$ cat config.mk
export PLATFORM = sky130hd
export DESIGN_NAME = uart_rx_word_fifo_flat
export DESIGN_NICKNAME = d
export VERILOG_FILES = /design/src/rtl/uart_rx_word_fifo_if.sv /design/src/rtl/uart_rx_word_fifo.sv /design/src/flat_wrapper.sv
export SDC_FILE = /design/constraint.sdc
export NUM_CORES = 1
export LEC_CHECK = 0
export CORE_MARGIN = 3
export CORE_UTILIZATION = 50
export CTS_CLUSTER_DIAMETER = 40
export DETAILED_ROUTE_END_ITERATION = 12
export PLACE_DENSITY = 0.68
export SYNTH_ARGS = -nofsm -noshare
export SYNTH_HDL_FRONTEND = slang
export SYNTH_SLANG_ARGS = --single-unit
$ cat constraint.sdc
create_clock -name clk -period 7.15 [get_ports clk]
set_input_delay 1.43 -clock clk [delete_from_list [all_inputs] [get_ports clk]]
set_output_delay 1.43 -clock clk [all_outputs]
set_load 0.005 [all_outputs]
$ cat src/rtl/uart_rx_word_fifo_if.sv
// Byte-in / word-out bundle for uart_rx_word_fifo.
// master drives bytes and pops, slave is the assembler/FIFO.
interface uart_rx_word_fifo_if #(
    parameter int DEPTH = 8
);
    localparam int CW = $clog2(DEPTH) + 1;

    logic [7:0]    rdata;
    logic          rdata_ready;
    logic          ferr;
    logic [31:0]   word_data;
    logic          word_valid;
    logic          word_ready;
    logic [CW-1:0] count;
    logic          overflow;
    logic          clear_ovf;
    logic [7:0]    err_cnt;

    modport master (
        output rdata, rdata_ready, ferr, word_ready, clear_ovf,
        input  word_data, word_valid, count, overflow, err_cnt
    );

    modport slave (
        input  rdata, rdata_ready, ferr, word_ready, clear_ovf,
        output word_data, word_valid, count, overflow, err_cnt
    );
endinterface

$ cat src/rtl/uart_rx_word_fifo.sv
// Packs UART bytes little-endian into 32-bit words and queues them.
// Define UART_RX_FERR_DROP_EN to drop framing-error bytes and count them.
module uart_rx_word_fifo #(
    parameter int DEPTH = 8
) (
    input logic               clk,
    input logic               reset,
    uart_rx_word_fifo_if.slave bus
);
    localparam int AW = $clog2(DEPTH);
    localparam logic [AW:0] FULL_CNT = (AW + 1)'(DEPTH);

    localparam logic [1:0] B0 = 2'd0;
    localparam logic [1:0] B1 = 2'd1;
    localparam logic [1:0] B2 = 2'd2;
    localparam logic [1:0] B3 = 2'd3;

    logic [1:0]    state;
    logic [23:0]   partial;
    logic [31:0]   mem [DEPTH];
    logic [AW-1:0] wr_ptr;
    logic [AW-1:0] rd_ptr;
    logic [AW:0]   count;
    logic          overflow;
    logic          accept;
    logic          ferr_hit;
    logic          push;
    logic          pop;
    logic          full;
    logic          wr_en;
    logic          drop;

`ifdef UART_RX_FERR_DROP_EN
    logic [7:0] err_cnt;

    assign accept   = bus.rdata_ready & ~bus.ferr;
    assign ferr_hit = bus.rdata_ready & bus.ferr;

    // Saturating count of strobes rejected for framing errors.
    always_ff @(posedge clk) begin
        if (reset)
            err_cnt <= 8'd0;
        else if (ferr_hit && err_cnt != 8'hFF)
            err_cnt <= err_cnt + 8'd1;
    end
`else
    logic       unused_ferr;
    logic [7:0] err_cnt;

    assign unused_ferr = bus.ferr;
    assign accept      = bus.rdata_ready;
    assign ferr_hit    = 1'b0;
    assign err_cnt     = 8'd0;
`endif

    assign full  = (count == FULL_CNT);
    assign push  = accept && (state == B3);
    assign pop   = (count != '0) && bus.word_ready;
    assign wr_en = push && (!full || pop);
    assign drop  = push && full && !pop;

    // Byte-lane FSM: collect bytes 0..2, byte 3 completes the word.
    always_ff @(posedge clk) begin
        if (reset) begin
            state   <= B0;
            partial <= '0;
        end else if (ferr_hit) begin
            state <= B0;
        end else if (accept) begin
            case (state)
                B0: partial[7:0]   <= bus.rdata;
                B1: partial[15:8]  <= bus.rdata;
                B2: partial[23:16] <= bus.rdata;
                default: ;
            endcase
            state <= state + 2'd1;
        end
    end

    // Storage array; written only when a slot is free or freed this cycle.
    always_ff @(posedge clk) begin
        if (!reset && wr_en)
            mem[wr_ptr] <= {bus.rdata, partial};
    end

    // Pointers and occupancy; pointers wrap naturally at DEPTH.
    always_ff @(posedge clk) begin
        if (reset) begin
            wr_ptr <= '0;
            rd_ptr <= '0;
            count  <= '0;
        end else begin
            if (wr_en)
                wr_ptr <= wr_ptr + 1'b1;
            if (pop)
                rd_ptr <= rd_ptr + 1'b1;
            case ({wr_en, pop})
                2'b10:   count <= count + 1'b1;
                2'b01:   count <= count - 1'b1;
                default: ;
            endcase
        end
    end

    // Sticky drop flag; a new drop wins over a simultaneous clear.
    always_ff @(posedge clk) begin
        if (reset)
            overflow <= 1'b0;
        else if (drop)
            overflow <= 1'b1;
        else if (bus.clear_ovf)
            overflow <= 1'b0;
    end

    assign bus.word_data  = mem[rd_ptr];
    assign bus.word_valid = (count != '0);
    assign bus.count      = count;
    assign bus.overflow   = overflow;
    assign bus.err_cnt    = err_cnt;
endmodule
$ cat src/flat_wrapper.sv
// flat-port wrapper written by rule: the top's interface ports become plain ports
module uart_rx_word_fifo_flat 
#(
    parameter int DEPTH = 8
)
  (clk, reset, bus_rdata, bus_rdata_ready, bus_ferr, bus_word_ready, bus_clear_ovf, bus_word_data, bus_word_valid, bus_count, bus_overflow, bus_err_cnt);
  uart_rx_word_fifo_if #(.DEPTH(DEPTH)) bus_i ();
  input logic clk;
  input logic reset;
  input wire logic [$bits(bus_i.rdata)-1:0] bus_rdata;
  input wire logic [$bits(bus_i.rdata_ready)-1:0] bus_rdata_ready;
  input wire logic [$bits(bus_i.ferr)-1:0] bus_ferr;
  input wire logic [$bits(bus_i.word_ready)-1:0] bus_word_ready;
  input wire logic [$bits(bus_i.clear_ovf)-1:0] bus_clear_ovf;
  output wire logic [$bits(bus_i.word_data)-1:0] bus_word_data;
  output wire logic [$bits(bus_i.word_valid)-1:0] bus_word_valid;
  output wire logic [$bits(bus_i.count)-1:0] bus_count;
  output wire logic [$bits(bus_i.overflow)-1:0] bus_overflow;
  output wire logic [$bits(bus_i.err_cnt)-1:0] bus_err_cnt;
  assign bus_i.rdata = bus_rdata;
  assign bus_i.rdata_ready = bus_rdata_ready;
  assign bus_i.ferr = bus_ferr;
  assign bus_i.word_ready = bus_word_ready;
  assign bus_i.clear_ovf = bus_clear_ovf;
  assign bus_word_data = bus_i.word_data;
  assign bus_word_valid = bus_i.word_valid;
  assign bus_count = bus_i.count;
  assign bus_overflow = bus_i.overflow;
  assign bus_err_cnt = bus_i.err_cnt;
  uart_rx_word_fifo #(.DEPTH(DEPTH)) u_core (.clk(clk), .reset(reset), .bus(bus_i));
endmodule
Yosys cells after proc, flatten, opt, wreduce, memory -nomap -nowiden
Memories as Yosys holds them, arrays and structs flattened. A register that Yosys moved wholly into a read port is not among the register bits. Cells that the tools add are included.

Bits in registers: 37. RAM bits: 256. Output and inout port bits: 46. Word-level logic and storage cells: 44. Memories: 1.

Memory list: u_core.mem (depth 8, bits a word 32, read ports 1, clocked after Yosys merged registers in 1, write ports 1, line uart_rx_word_fifo.sv:20) `logic [31:0] mem [DEPTH];`.

$add $sub $neg: 5. Equality and inequality tests: 6. Multiplexer cells: 7. Reductions and logical operators: 17.

Operators by type and width (count): $pmux W4 S2 (1); $add A3 B1 Y3 const B (2); $eq A2 B2 Y1 const B (3); $logic_and A1 B1 Y1 (6); $mux W3 (2); $reduce_and A2 Y1 (3); $add A4 B1 Y4 const B (1); $eq A2 B1 Y1 const B (2); $eq A4 B4 Y1 const B (1); $mux W1 (4); $reduce_bool A2 Y1 (2); $reduce_bool A4 Y1 (1); $sub A4 B1 Y4 const B (1); $logic_not A1 Y1 (3); $add A2 B1 Y2 const B (1); $logic_not A2 Y1 (1); $logic_or A1 B1 Y1 (1).

Longest topological paths before layout
Depth in word-level cells: 7. Depth in mapped cells: 11. Depth with buffers taken out: 10.

Worst setup path before layout
Ideal clock, no wire load.

Path type: input to register. Start point: in bus_rdata_ready. End point: mem u_core.mem[0][0], enable pin. Setup time: 0.502 ns. Arrival time: 5.121 ns. Slack: 1.528 ns. Stages: 4. Path through: and2_1 -> o21ai_2 -> or2_2 -> nor4_1.

Word-level cells in the longest chain between the ends: 5.

Ends and longest elaborated chain: start, declared (line flat_wrapper.sv:11) `input wire logic [$bits(bus_i.rdata_ready)-1:0] bus_rdata_ready;`; $logic_and A1 B1 Y1 (line uart_rx_word_fifo.sv:57) `assign push = accept && (state == B3);`; $logic_and A1 B1 Y1 (line uart_rx_word_fifo.sv:59) `assign wr_en = push && (!full || pop);`; $logic_and A1 B1 Y1 (line uart_rx_word_fifo.sv:82) `if (!reset && wr_en)`; $mux W1 (line uart_rx_word_fifo.sv:82); $mux W1 (not written as such) (line uart_rx_word_fifo.sv:83) `mem[wr_ptr] <= {bus.rdata, partial};`; end, declared (line uart_rx_word_fifo.sv:20).

No other way between the ends.

==> summary.md <==
After synthesis the netlist holds a flip-flop and latch count of 296. For this configuration, the core starts out at a cell density of 51.2%. The worst setup path is captured at an output pin. The region available for standard cell placement spans 22700 sq um. After the first detailed-routing iteration, the DRC count stood at 405.

The data arrival at the endpoint of the critical path was 3.24 ns. The run finished with clean final reports. In this run, CTS created clock tree buffers numbering 35.

The die is 158 um tall. Relative to the synthesized area, the layout overhead comes to 16.9%. OpenSTA, run right after detailed placement, puts the worst setup slack at 2.46 ns. The cell at the slowest stage of the critical path was sky130_fd_sc_hd__buf_4. 60 I/O pins were placed.

Via count of the first global-routing pass: 5788. The post-synth design cell area is 11600 sq um, and the via count is 5553. Clock latency on the worst-skew pair, taken at its later pin, is 0.50 ns.

At the end of the flow, the number of nets in the layout was 677. Kind of cell adding the most delay to the critical path: buffers and inverters. In this run the core area contains 55 standard-cell rows. The first detailed-routing pass took 5 iterations. Synthesis produced 583 cells.

For this run, design rule violations remaining after detail routing come to 0. The first global-routing pass estimated 33100 um of wire. The yosys synthesis warning count came out at 0.

Synthesis instantiated 41 different standard cells from the library. Predominant post-synthesis flop cell: sky130_fd_sc_hd__edfxtp_1. For the worst setup path, the data required time is 5.72 ns.

In this run the worst path has a maximum fanout of 42. The smallest clock period supported by the final layout is computed as 4.67 ns. The tools report the total number of clock tree sinks as 296. The path category of the worst min-delay check is flop to flop.

The signal on the critical path passes through buf_4 > mux4_1 > mux2_4 > clkdlybuf4s50_1. By startpoint and endpoint, the worst setup path is classified as flop to output pin. The number of setup buffers added after CTS was 0; the final number of max-transition violations was 0. The post-synthesis async set-or-reset flop share is 0%, and the number of nets with antenna violations after routing is 0.

The post-route fraction of the period consumed by the critical path is 65.4%, and the number of H-tree branching levels is 2. Average wire per standard cell: 22.4 um. The number of flops mapped to enable cells by yosys came out at 256. From left edge to right edge, the die measures 158 um.

The fraction of layout cells with a size suffix above 1 is 21.8%. Post-CTS repair changed the size of 0 cells. Maximum frequency from static timing analysis: 214 MHz. On the final layout, the worst clock skew is 0.0115 ns.

Final count of negative-setup-slack endpoints: 0. The clock tree buffer depth was 3. The tools report the count of hold buffers inserted by post-cts repair as 0.

The tools report the global-route congestion overflow total as 0. The floorplan die area is 25100 sq um. Across the VDD grid, the largest voltage drop is 0.000131 V.

The clock slew seen by the registers of the worst setup and hold paths is 0.05 ns, and the number of maximum-capacitance violations is 0. The tools report the startpoint type of the worst setup path as a flop. The measured slew at the worst slew-check pin was 1.14 ns; the largest net degree at the start of global routing was 65. The count of buffers inserted at the top-level ports is 50.

TritonCTS built the clock tree. The post-route setup TNS was 0 ns. The aggregate global-route resource usage was 17.7%; the area of combinational cells with multiple inputs was 2930 sq um. Counting the fill cells in the layout gives 1585. Initial antenna violation count: 0.

Setup repair after global routing left no endpoint under its margin. For the area occupied by registers, the log shows 8500 sq um. For the final HPWL from detailed placement, the log shows 12200 um. After synthesis, the mean cell area works out to 19.9 sq um.

The leakage component of the power came out at 0.00439 uW. Buffering stage count on the worst path with inverters included: 2. The repair_antennas step left the layout with diodes totalling 0. The proportion of synthesized chip area in sequential cells was 73.0%. After detailed routing, the number of vias per cell comes to 5.75. The tools report the relative max-transition margin as 23.8%. The root buffer selected by CTS was sky130_fd_sc_hd__clkbuf_16. On the worst path, the slowest cell contributes a delay of 0.68 ns. Routability congestion estimate: 0.738. Dividing total power by cell area gives a power density of 274 nW/um^2. The number of endpoints with negative hold slack in the final report is 0, and the routed wire length is 21600 um. Across all setup checks in the final design, the least slack found is 2.48 ns.
Yosys cell counts (3+ instances only):
library cell	count	area (sq um)
sky130_fd_sc_hd__edfxtp_1	256	7690
sky130_fd_sc_hd__inv_1	3	11.3
sky130_fd_sc_hd__mux2i_1	3	30.0
sky130_fd_sc_hd__nand3_1	28	140
sky130_fd_sc_hd__buf_1	3	11.3
sky130_fd_sc_hd__dfxtp_1	40	801
sky130_fd_sc_hd__buf_2	10	50.1
sky130_fd_sc_hd__mux4_2	28	631
sky130_fd_sc_hd__clkbuf_1	11	41.3
sky130_fd_sc_hd__o21ai_0	3	15.0
sky130_fd_sc_hd__mux2_4	24	360
sky130_fd_sc_hd__nor2_1	16	60.1
sky130_fd_sc_hd__nand2_1	32	120
sky130_fd_sc_hd__buf_6	6	67.6
sky130_fd_sc_hd__a21oi_1	29	145
sky130_fd_sc_hd__mux4_1	36	946
sky130_fd_sc_hd__mux2_2	8	90.1
sky130_fd_sc_hd__xor2_1	5	43.8
sky130_fd_sc_hd__buf_4	8	60.1
sky130_fd_sc_hd__ha_1	9	113
flip-flops by register name (all words and copies together), names as in the netlist, named ones only:
register,count
u_core.mem,256
u_core.partial,24
u_core.bus.count,4
u_core.rd_ptr,3
u_core.wr_ptr,3
u_core.state,2
u_core.bus.overflow,1
cell families (layout without fill, tap and decap cells):
logic type	Yosys count	after routing	share of synthesized area, %
XOR/XNOR	6	6	0.452
adder cells (fa/ha/maj)	9	9	0.969
multiplexers	99	99	17.7
flip-flops	296	296	73.0
buffers and inverters	42	132	2.25
other	1	8	0.0323
AND/OR/NAND/NOR	94	94	3.88
AO/OA/AOI/OAI	36	36	1.67
per-layer routing:
metal	global-route usage, %	part of all wire [%]	up-vias
li1	-	-	2492
met1	23.9	41	2872
met2	29.9	51	155
met3	3.23	5.7	34
met4	5.20	1.8	0
met5	0	0	-
metrics by stage:
stage | hold WS, ns | power (uW) | area (sq um) | std cells | utilization (%)
floorplan | 0.454 | 1990 | 11600 | 590 | -
global placement | 0.472 | 2020 | 12400 | 902 | 54.7
detailed placement | 0.495 | 2030 | 12400 | 902 | 54.7
CTS | 0.504 | 3750 | 13600 | 965 | 59.8
global route | 0.530 | 3840 | 13600 | 965 | 59.8
finish | 0.496 | 3720 | 13600 | 965 | 59.8
placed cells by master, fill, tap and decap left out, types with 16 or more instances in the layout:
cell / n
sky130_fd_sc_hd__nand3_1: 28
sky130_fd_sc_hd__mux4_2: 28
sky130_fd_sc_hd__a21oi_1: 29
sky130_fd_sc_hd__dfxtp_1: 37
sky130_fd_sc_hd__buf_4: 16
sky130_fd_sc_hd__mux4_1: 36
sky130_fd_sc_hd__mux2_4: 24
sky130_fd_sc_hd__clkbuf_16: 38
sky130_fd_sc_hd__clkdlybuf4s50_1: 50
sky130_fd_sc_hd__nand2_1: 32
sky130_fd_sc_hd__edfxtp_1: 256
cell type report:
type / count / area share [%]
Clock buffer: 44 / 7.31
Clock inverter: 19 / 1.28
Inverter: 3 / 0.0829
Multi-Input combinational cell: 252 / 21.6
Sequential cell: 296 / 62.6
Tap cell: 285 / 2.63
Timing Repair Buffer: 66 / 4.57
path summary, 6_finish.rpt:
kind	startpoint	endpoint	slack [ns]	cells past startpoint
max reg2reg	u_core.state[1]	u_core.mem[6][7]	4.17	6
max	flop	bus_word_data[20]	2.48	4
min	u_core.rd_ptr[1]	flop	0.50	2
min reg2reg	u_core.rd_ptr[1]	flop	0.50	2
where the power goes:
group / total [uW] / switching, uW / internal (uW)
logic: 87.3 / 43.4 / 43.9
clock network: 1730 / 665 / 1060
registers: 1900 / 20.0 / 1880
total: 3720 / 729 / 2990
worst reg2reg max path, delay by kind of cell, from the launching register on:
kind | cells | cell delay [ns]
flip-flops | 1 | 0.39
AO/OA/AOI/OAI | 1 | 0.14
AND/OR/NAND/NOR | 3 | 1.43
adder cells (fa/ha/maj) | 1 | 0.19
buffers and inverters | 1 | 0.47
Power figures use the tool's default switching activity.
